### src/rtl/eval_sched_if.sv
// Dispatch/completion handshake between the scheduler (master) and the
// shared evaluator (slave).
interface eval_sched_if #(
    parameter int IDW = 3
);
    logic           disp_valid;
    logic           disp_ready;
    logic [IDW-1:0] disp_id;
    logic           eval_done;
    logic [IDW-1:0] running_id;

    modport master (
        output disp_valid,
        output disp_id,
        output running_id,
        input  disp_ready,
        input  eval_done
    );

    modport slave (
        input  disp_valid,
        input  disp_id,
        input  running_id,
        output disp_ready,
        output eval_done
    );
endinterface

### src/rtl/eval_sched.sv
// Round-robin scheduler of NPROC triggered processes onto one evaluator.
// Optional macro SELF_RETRIG_EN: let a running process re-arm itself.
module eval_sched #(
    parameter int NPROC = 8,
    parameter int IDW   = $clog2(NPROC),
    parameter int CNTW  = 16
) (
    input  logic             clk,
    input  logic             rst,
    input  logic [NPROC-1:0] trig,
    eval_sched_if.master     dif,
    output logic [NPROC-1:0] pending,
    output logic             busy,
    output logic             quiet,
    output logic [CNTW-1:0]  dispatch_cnt,
    output logic             err
);

    typedef enum logic [1:0] {
        ST_IDLE  = 2'd0,
        ST_OFFER = 2'd1,
        ST_RUN   = 2'd2
    } state_t;

    state_t           state_q, state_d;
    logic [NPROC-1:0] pending_q, pending_d;
    logic [IDW-1:0]   disp_id_q, disp_id_d;
    logic [IDW-1:0]   running_id_q, running_id_d;
    logic [IDW-1:0]   rr_ptr_q, rr_ptr_d;
    logic [CNTW-1:0]  cnt_q, cnt_d;
    logic             disp_valid_q, disp_valid_d;
    logic             busy_q, busy_d;
    logic             quiet_q, quiet_d;
    logic             err_q, err_d;

    logic             handshake_s;
    logic [NPROC-1:0] trig_eff_s;
    logic [NPROC-1:0] grant_mask_s;

    function automatic logic [NPROC-1:0] onehot(input logic [IDW-1:0] id);
        logic [NPROC-1:0] v;
        v     = '0;
        v[id] = 1'b1;
        return v;
    endfunction

    // First set bit of cand at or above ptr, wrapping past NPROC-1 to 0.
    function automatic logic [IDW-1:0] pick(input logic [NPROC-1:0] cand,
                                            input logic [IDW-1:0]   ptr);
        logic [IDW-1:0] sel;
        logic [IDW-1:0] cur;
        logic           found;
        int             idx;
        sel   = '0;
        found = 1'b0;
        for (int k = 0; k < NPROC; k++) begin
            idx = (int'(ptr) + k) % NPROC;
            cur = IDW'(idx);
            if (!found && cand[cur]) begin
                sel   = cur;
                found = 1'b1;
            end else begin
                found = found;
            end
        end
        return sel;
    endfunction

    // Next-state, pending-set and counter computation.
    always_comb begin
        state_d      = state_q;
        disp_id_d    = disp_id_q;
        running_id_d = running_id_q;
        rr_ptr_d     = rr_ptr_q;
        cnt_d        = cnt_q;
        quiet_d      = 1'b0;

        handshake_s  = disp_valid_q & dif.disp_ready;
`ifdef SELF_RETRIG_EN
        trig_eff_s   = trig;
`else
        if (state_q == ST_RUN) begin
            trig_eff_s = trig & ~onehot(running_id_q);
        end else begin
            trig_eff_s = trig;
        end
`endif
        if (handshake_s) begin
            grant_mask_s = onehot(disp_id_q);
        end else begin
            grant_mask_s = '0;
        end
        pending_d = (pending_q | trig_eff_s) & ~grant_mask_s;
        err_d     = err_q | (dif.eval_done & (state_q != ST_RUN));

        case (state_q)
            ST_IDLE: begin
                if ((pending_q | trig) != '0) begin
                    state_d   = ST_OFFER;
                    disp_id_d = pick(pending_q | trig, rr_ptr_q);
                end else begin
                    state_d = ST_IDLE;
                end
            end
            ST_OFFER: begin
                if (handshake_s) begin
                    state_d      = ST_RUN;
                    running_id_d = disp_id_q;
                    cnt_d        = cnt_q + CNTW'(1);
                    if (disp_id_q == IDW'(NPROC - 1)) begin
                        rr_ptr_d = '0;
                    end else begin
                        rr_ptr_d = disp_id_q + IDW'(1);
                    end
                end else begin
                    state_d = ST_OFFER;
                end
            end
            ST_RUN: begin
                if (dif.eval_done && (pending_d != '0)) begin
                    state_d   = ST_OFFER;
                    disp_id_d = pick(pending_d, rr_ptr_q);
                end else if (dif.eval_done) begin
                    state_d = ST_IDLE;
                    quiet_d = 1'b1;
                end else begin
                    state_d = ST_RUN;
                end
            end
            default: begin
                state_d = ST_IDLE;
            end
        endcase

        disp_valid_d = (state_d == ST_OFFER);
        busy_d       = (state_d != ST_IDLE);
    end

    // State and registered outputs; reset abandons any in-flight evaluation.
    always_ff @(posedge clk or posedge rst) begin
        if (rst) begin
            state_q      <= ST_IDLE;
            pending_q    <= '0;
            disp_id_q    <= '0;
            running_id_q <= '0;
            rr_ptr_q     <= '0;
            cnt_q        <= '0;
            disp_valid_q <= 1'b0;
            busy_q       <= 1'b0;
            quiet_q      <= 1'b0;
            err_q        <= 1'b0;
        end else begin
            state_q      <= state_d;
            pending_q    <= pending_d;
            disp_id_q    <= disp_id_d;
            running_id_q <= running_id_d;
            rr_ptr_q     <= rr_ptr_d;
            cnt_q        <= cnt_d;
            disp_valid_q <= disp_valid_d;
            busy_q       <= busy_d;
            quiet_q      <= quiet_d;
            err_q        <= err_d;
        end
    end

    assign dif.disp_valid = disp_valid_q;
    assign dif.disp_id    = disp_id_q;
    assign dif.running_id = running_id_q;
    assign pending        = pending_q;
    assign busy           = busy_q;
    assign quiet          = quiet_q;
    assign dispatch_cnt   = cnt_q;
    assign err            = err_q;

endmodule

### src/flat_wrapper.sv
// flat-port wrapper written by rule: the top's interface ports become plain ports
module eval_sched_flat 
#(
    parameter int NPROC = 8,
    parameter int IDW   = $clog2(NPROC),
    parameter int CNTW  = 16
)
  (clk, rst, trig, pending, busy, quiet, dispatch_cnt, err, dif_disp_valid, dif_disp_id, dif_running_id, dif_disp_ready, dif_eval_done);
  eval_sched_if #(.IDW(IDW)) dif_i ();
  input  logic clk;
  input  logic rst;
  input  logic [NPROC-1:0] trig;
  output logic [NPROC-1:0] pending;
  output logic busy;
  output logic quiet;
  output logic [CNTW-1:0] dispatch_cnt;
  output logic err;
  output wire logic [$bits(dif_i.disp_valid)-1:0] dif_disp_valid;
  output wire logic [$bits(dif_i.disp_id)-1:0] dif_disp_id;
  output wire logic [$bits(dif_i.running_id)-1:0] dif_running_id;
  input wire logic [$bits(dif_i.disp_ready)-1:0] dif_disp_ready;
  input wire logic [$bits(dif_i.eval_done)-1:0] dif_eval_done;
  assign dif_disp_valid = dif_i.disp_valid;
  assign dif_disp_id = dif_i.disp_id;
  assign dif_running_id = dif_i.running_id;
  assign dif_i.disp_ready = dif_disp_ready;
  assign dif_i.eval_done = dif_eval_done;
  eval_sched #(.NPROC(NPROC), .IDW(IDW), .CNTW(CNTW)) u_core (.clk(clk), .rst(rst), .trig(trig), .dif(dif_i), .pending(pending), .busy(busy), .quiet(quiet), .dispatch_cnt(dispatch_cnt), .err(err));
endmodule
### config.mk
export PLATFORM = sky130hd
export DESIGN_NAME = eval_sched_flat
export DESIGN_NICKNAME = d
export VERILOG_FILES = /design/src/rtl/eval_sched_if.sv /design/src/rtl/eval_sched.sv /design/src/flat_wrapper.sv
export SDC_FILE = /design/constraint.sdc
export NUM_CORES = 1
export LEC_CHECK = 0
export CAP_MARGIN = 10
export CORE_MARGIN = 2
export CORE_UTILIZATION = 45
export CTS_CLUSTER_SIZE = 24
export DETAILED_ROUTE_END_ITERATION = 10
export HOLD_SLACK_MARGIN = 0.08
export PLACE_DENSITY = 0.69
export SLEW_MARGIN = 30
export SYNTH_ARGS = -nofsm -noshare
export SYNTH_HDL_FRONTEND = slang
export SYNTH_SLANG_ARGS = --single-unit
### constraint.sdc
create_clock -name clk -period 3.97 [get_ports clk]
set_input_delay 0.9925 -clock clk [delete_from_list [all_inputs] [get_ports clk]]
set_output_delay 0.9925 -clock clk [all_outputs]
set_load 0.01 [all_outputs]
==> results by group <==
Status
  – Status: finished clean

Final layout
  – Share of layout cells above drive strength 1: 0.231
  – Final nets: a little under 600
  – Ant. Diodes: 0
  – Fillers: about 760
  – Area grow syn2layout: 30.4%
  – Final Instance Area: 4990 sq um
  – Area of the multi-input gates: between 2000 and 3000 sq um
  – FF+latch area: 976 sq um

Job
  – Max Cap Viol: 0

Synthesis
  – Post-synth EDFFs: 0
  – Ys flop type: dfrtp_1
  – Ys Warns: 0
  – Mean post-synth cell area: around 8.2 sq um
  – Sequential element share of the synthesized area: 0.255
  – Post-Syn Instances: ~470
  – Cell Area, Synth: approximately 3800 sq um
  – Library cells used by synthesis: 68
  – FF+latch count, synth: 39
  – Syn_nets: 484
  – Async set-reset flop share out of synthesis: 1.00

Placed design
  – Number of port buffers: 45
  – Placed Area: 4880 sq um
  – Placer Congestion: approximately 1
  – Worst slack, placed: -0.0226 ns
  – HPWL after DPL: around 11000 microns

Drt
  – Met3 WL post-DR: about 1400 microns
  – Final wirelength: approximately 14000 microns
  – Routed len/inst: between 20 and 25 microns
  – Initial DRT Pass Iterations: 5
  – DR DRC count: 0
  – Wl on met1: around 5800 microns
  – Vias per inst: roughly 6.5
  – Post-DRT Antenna Nets: 0
  – Max layer used: met5
  – DR vias: around 4400
  – Drt first-iter violations: between 300 and 400
  – WL met2: ~6100 microns

Timing
  – Max Slew Vio Count: 0
  – Fin crit share: 0.935
  – Final worst slack: approximately 0.26 ns
  – Setup-failing EPs final: 0
  – Final Hold Viols: 0
  – Fmax: ~270 MHz
  – Worst Max-Slew Pin Slew: a little over 0.8 ns
  – Relative slew slack: 0.464
  – Clock skew: approximately 0.0084 ns
  – RSZ-0062 raised after global routing: false
  – Final min period: roughly 3.7 ns

Worst setup path
  – Worst setup EP type: flop
  – CP cell instances: clkdlybuf4s50_1 > nand3b_1 > buf_4 > nor2_1 > or2_1 > o22ai_1 > o32a_1 > or3_1 > and4_4 > o32a_1 > o31ai_2
  – Slowest cell on crit path: clkdlybuf4s50_1
  – WS Path Type: in2reg
  – CP top delay family: simple AND/OR/NAND/NOR gates
  – Cell mode on critical path: o32a_1
  – Worst path required time: 4.17 ns
  – WP buf/inv: 2
  – CP startpoint kind: primary input
  – CP max stage delay: around 0.5 ns
  – CP arrival: ~3.9 ns
  – Worst-path fanout max: 5

GRT
  – Largest net degree at the start of global routing: 29
  – First-pass GRT wire length: 21600 microns
  – GRT Overall Usage: 0.310
  – Vias in the first global route: 4127
  – Initial antenna violation count: 1
  – GR Overflow Total: 0

Clocking
  – CTS tree: yes
  – CTS resizes: 0
  – Clock sink count: 39
  – CTS hold repair buffers: 0
  – Clock root cell: clkbuf_8
  – Post-CTS setup buffer count: 0
  – Clock Latency Late Sink: 0.29 ns
  – # H-tree levels: 2
  – Max clock buf depth: 2
  – CTS buffer count: 5
  – Worst-path clk slew: around 0.08 ns

Pwr
  – Peak supply drop: between 500 and 600 uV
  – Leakage: ~0.0020 uW
  – Power Density: about 860 nW/um^2

Die
  – Chip width: a little under 100 microns
  – Ports: 46
  – Die Area: 9270 sq um
  – Core region area: ~8200 sq um
  – Starting density of the core: 0.466
  – Core Rows: 33
  – Die outline height: between 90 and 100 microns

Hold path
  – Worst min-delay path class: reg2reg
==> registers in the layout, summed over array words and instances, names as in the netlist <==
signal                 flops
u_core.err                 1
u_core.state_q             2
u_core.dif.disp_id         3
u_core.pending             8
u_core.dispatch_cnt       16
u_core.quiet               1
u_core.rr_ptr_q            3
u_core.busy                1
u_core.dif.running_id      3
u_core.dif.disp_valid      1
==> worst paths after layout <==
path | to | slack, ns | cells after the start | from
max | u_core.dif.disp_id[2] | 0.26 | 11 | dif_disp_ready
min | u_core.err | 0.46 | 1 | u_core.err
max reg2reg | u_core.dif.disp_id[0] | 0.56 | 11 | u_core.dif.running_id[0]
min reg2reg | u_core.err | 0.46 | 1 | u_core.err
max in group asynchronous | u_core.quiet | 2.30 | 3 | rst
min in group asynchronous | u_core.rr_ptr_q[0] | 1.08 | 2 | rst
==> report_power, final <==
part | switching (uW) | total, uW | leakage [uW] | internal [uW]
clock network | 152 | 339 | 0.0000581 | 187
registers | 204 | 710 | 0.000471 | 506
logic | 1800 | 3240 | 0.00146 | 1440
==> through the flow <==
step           utilization  hold slack [ns]  total power, uW  std cells  setup TNS, ns
2_1_floorplan            -            0.493             2610        467              0
4_1_cts              0.608            0.467             4230        676              0
6_report             0.608            0.461             4290        676              0
3_5_place_dp         0.594            0.444             3880        668        -0.0362
3_3_place_gp         0.594            0.443             3850        668        -0.0896
5_1_grt              0.608            0.500             4580        676              0
==> cells by family (layout without fill, tap and decap cells) <==
| kind of cell | count (synthesis) | count (layout) | share of synthesized area |
|---|---|---|---|
| mux | 25 | 25 | 0.116 |
| simple gates | 206 | 206 | 0.279 |
| fa+ha+maj | 5 | 5 | 0.0163 |
| flops | 39 | 39 | 0.255 |
| compound gates | 127 | 127 | 0.243 |
| buf+inv | 45 | 149 | 0.0451 |
| xor+xnor | 20 | 20 | 0.0457 |
==> placed cells by master, fill, tap and decap left out, types with 4 or more instances in the layout <==
master,netlist,routed
inv_2,3,4
and4_1,4,4
o22ai_1,19,19
a2111oi_0,5,5
o21ai_0,22,22
a211oi_1,6,6
ha_1,5,5
buf_4,0,75
clkbuf_8,0,5
or2_1,6,6
or3_1,4,4
a31oi_1,4,4
o32ai_1,4,4
nand2b_1,5,5
xor2_1,5,5
nor2_1,38,38
nand2_1,45,45
o32a_1,5,5
a21oi_1,23,23
clkdlybuf4s50_1,0,45
nand3_1,10,10
dfrtp_1,39,39
mux4_2,14,14
nand4_1,9,9
mux2i_1,9,9
nor3_1,39,39
nor3b_1,5,5
inv_1,17,16
xnor2_1,15,15
o221ai_1,4,4
and3_1,6,6
or2_2,14,14
==> worst reg2reg max path, stage by stage, from the launching register on <==
cell       delay, ns
dfrtp_1         0.48
or3b_1          0.44
o31ai_2         0.49
or2_1           0.20
inv_2           0.05
a2111oi_0       0.45
buf_4           0.19
or4_1           0.14
nor4bb_1        0.33
and3_1          0.28
xnor2_1         0.08
a211oi_1        0.20
==> synth_stat cells (9+ instances only) <==
| cell | number | area (sq um) |
|---|---|---|
| or2_2 | 14 | 87.6 |
| mux4_2 | 14 | 315 |
| o22ai_1 | 19 | 119 |
| xnor2_1 | 15 | 131 |
| clkbuf_1 | 16 | 60.1 |
| nand2_1 | 45 | 169 |
| nand4_1 | 9 | 56.3 |
| mux2i_1 | 9 | 90.1 |
| dfrtp_1 | 39 | 976 |
| a21oi_1 | 23 | 115 |
| inv_1 | 17 | 63.8 |
| nor3_1 | 39 | 195 |
| nor2_1 | 38 | 143 |
| nand3_1 | 10 | 50.1 |
| o21ai_0 | 22 | 110 |
==> cell type report <==
cell class	count	area share
multi-input combinational	383	0.537
timing repair buffer	120	0.203
sequential	39	0.195
tap	105	0.0263
inverter	21	0.0158
clock buffer	5	0.0138
clock inverter	3	0.00877
==> per-layer routing <==
layer  GRT usage  vias up
li1            -     1993
met1       0.405     2088
met2       0.484      239
met3      0.0642       54
met4       0.157        2
met5           0        -
Note: power is estimated with default switching activity, not from simulation.
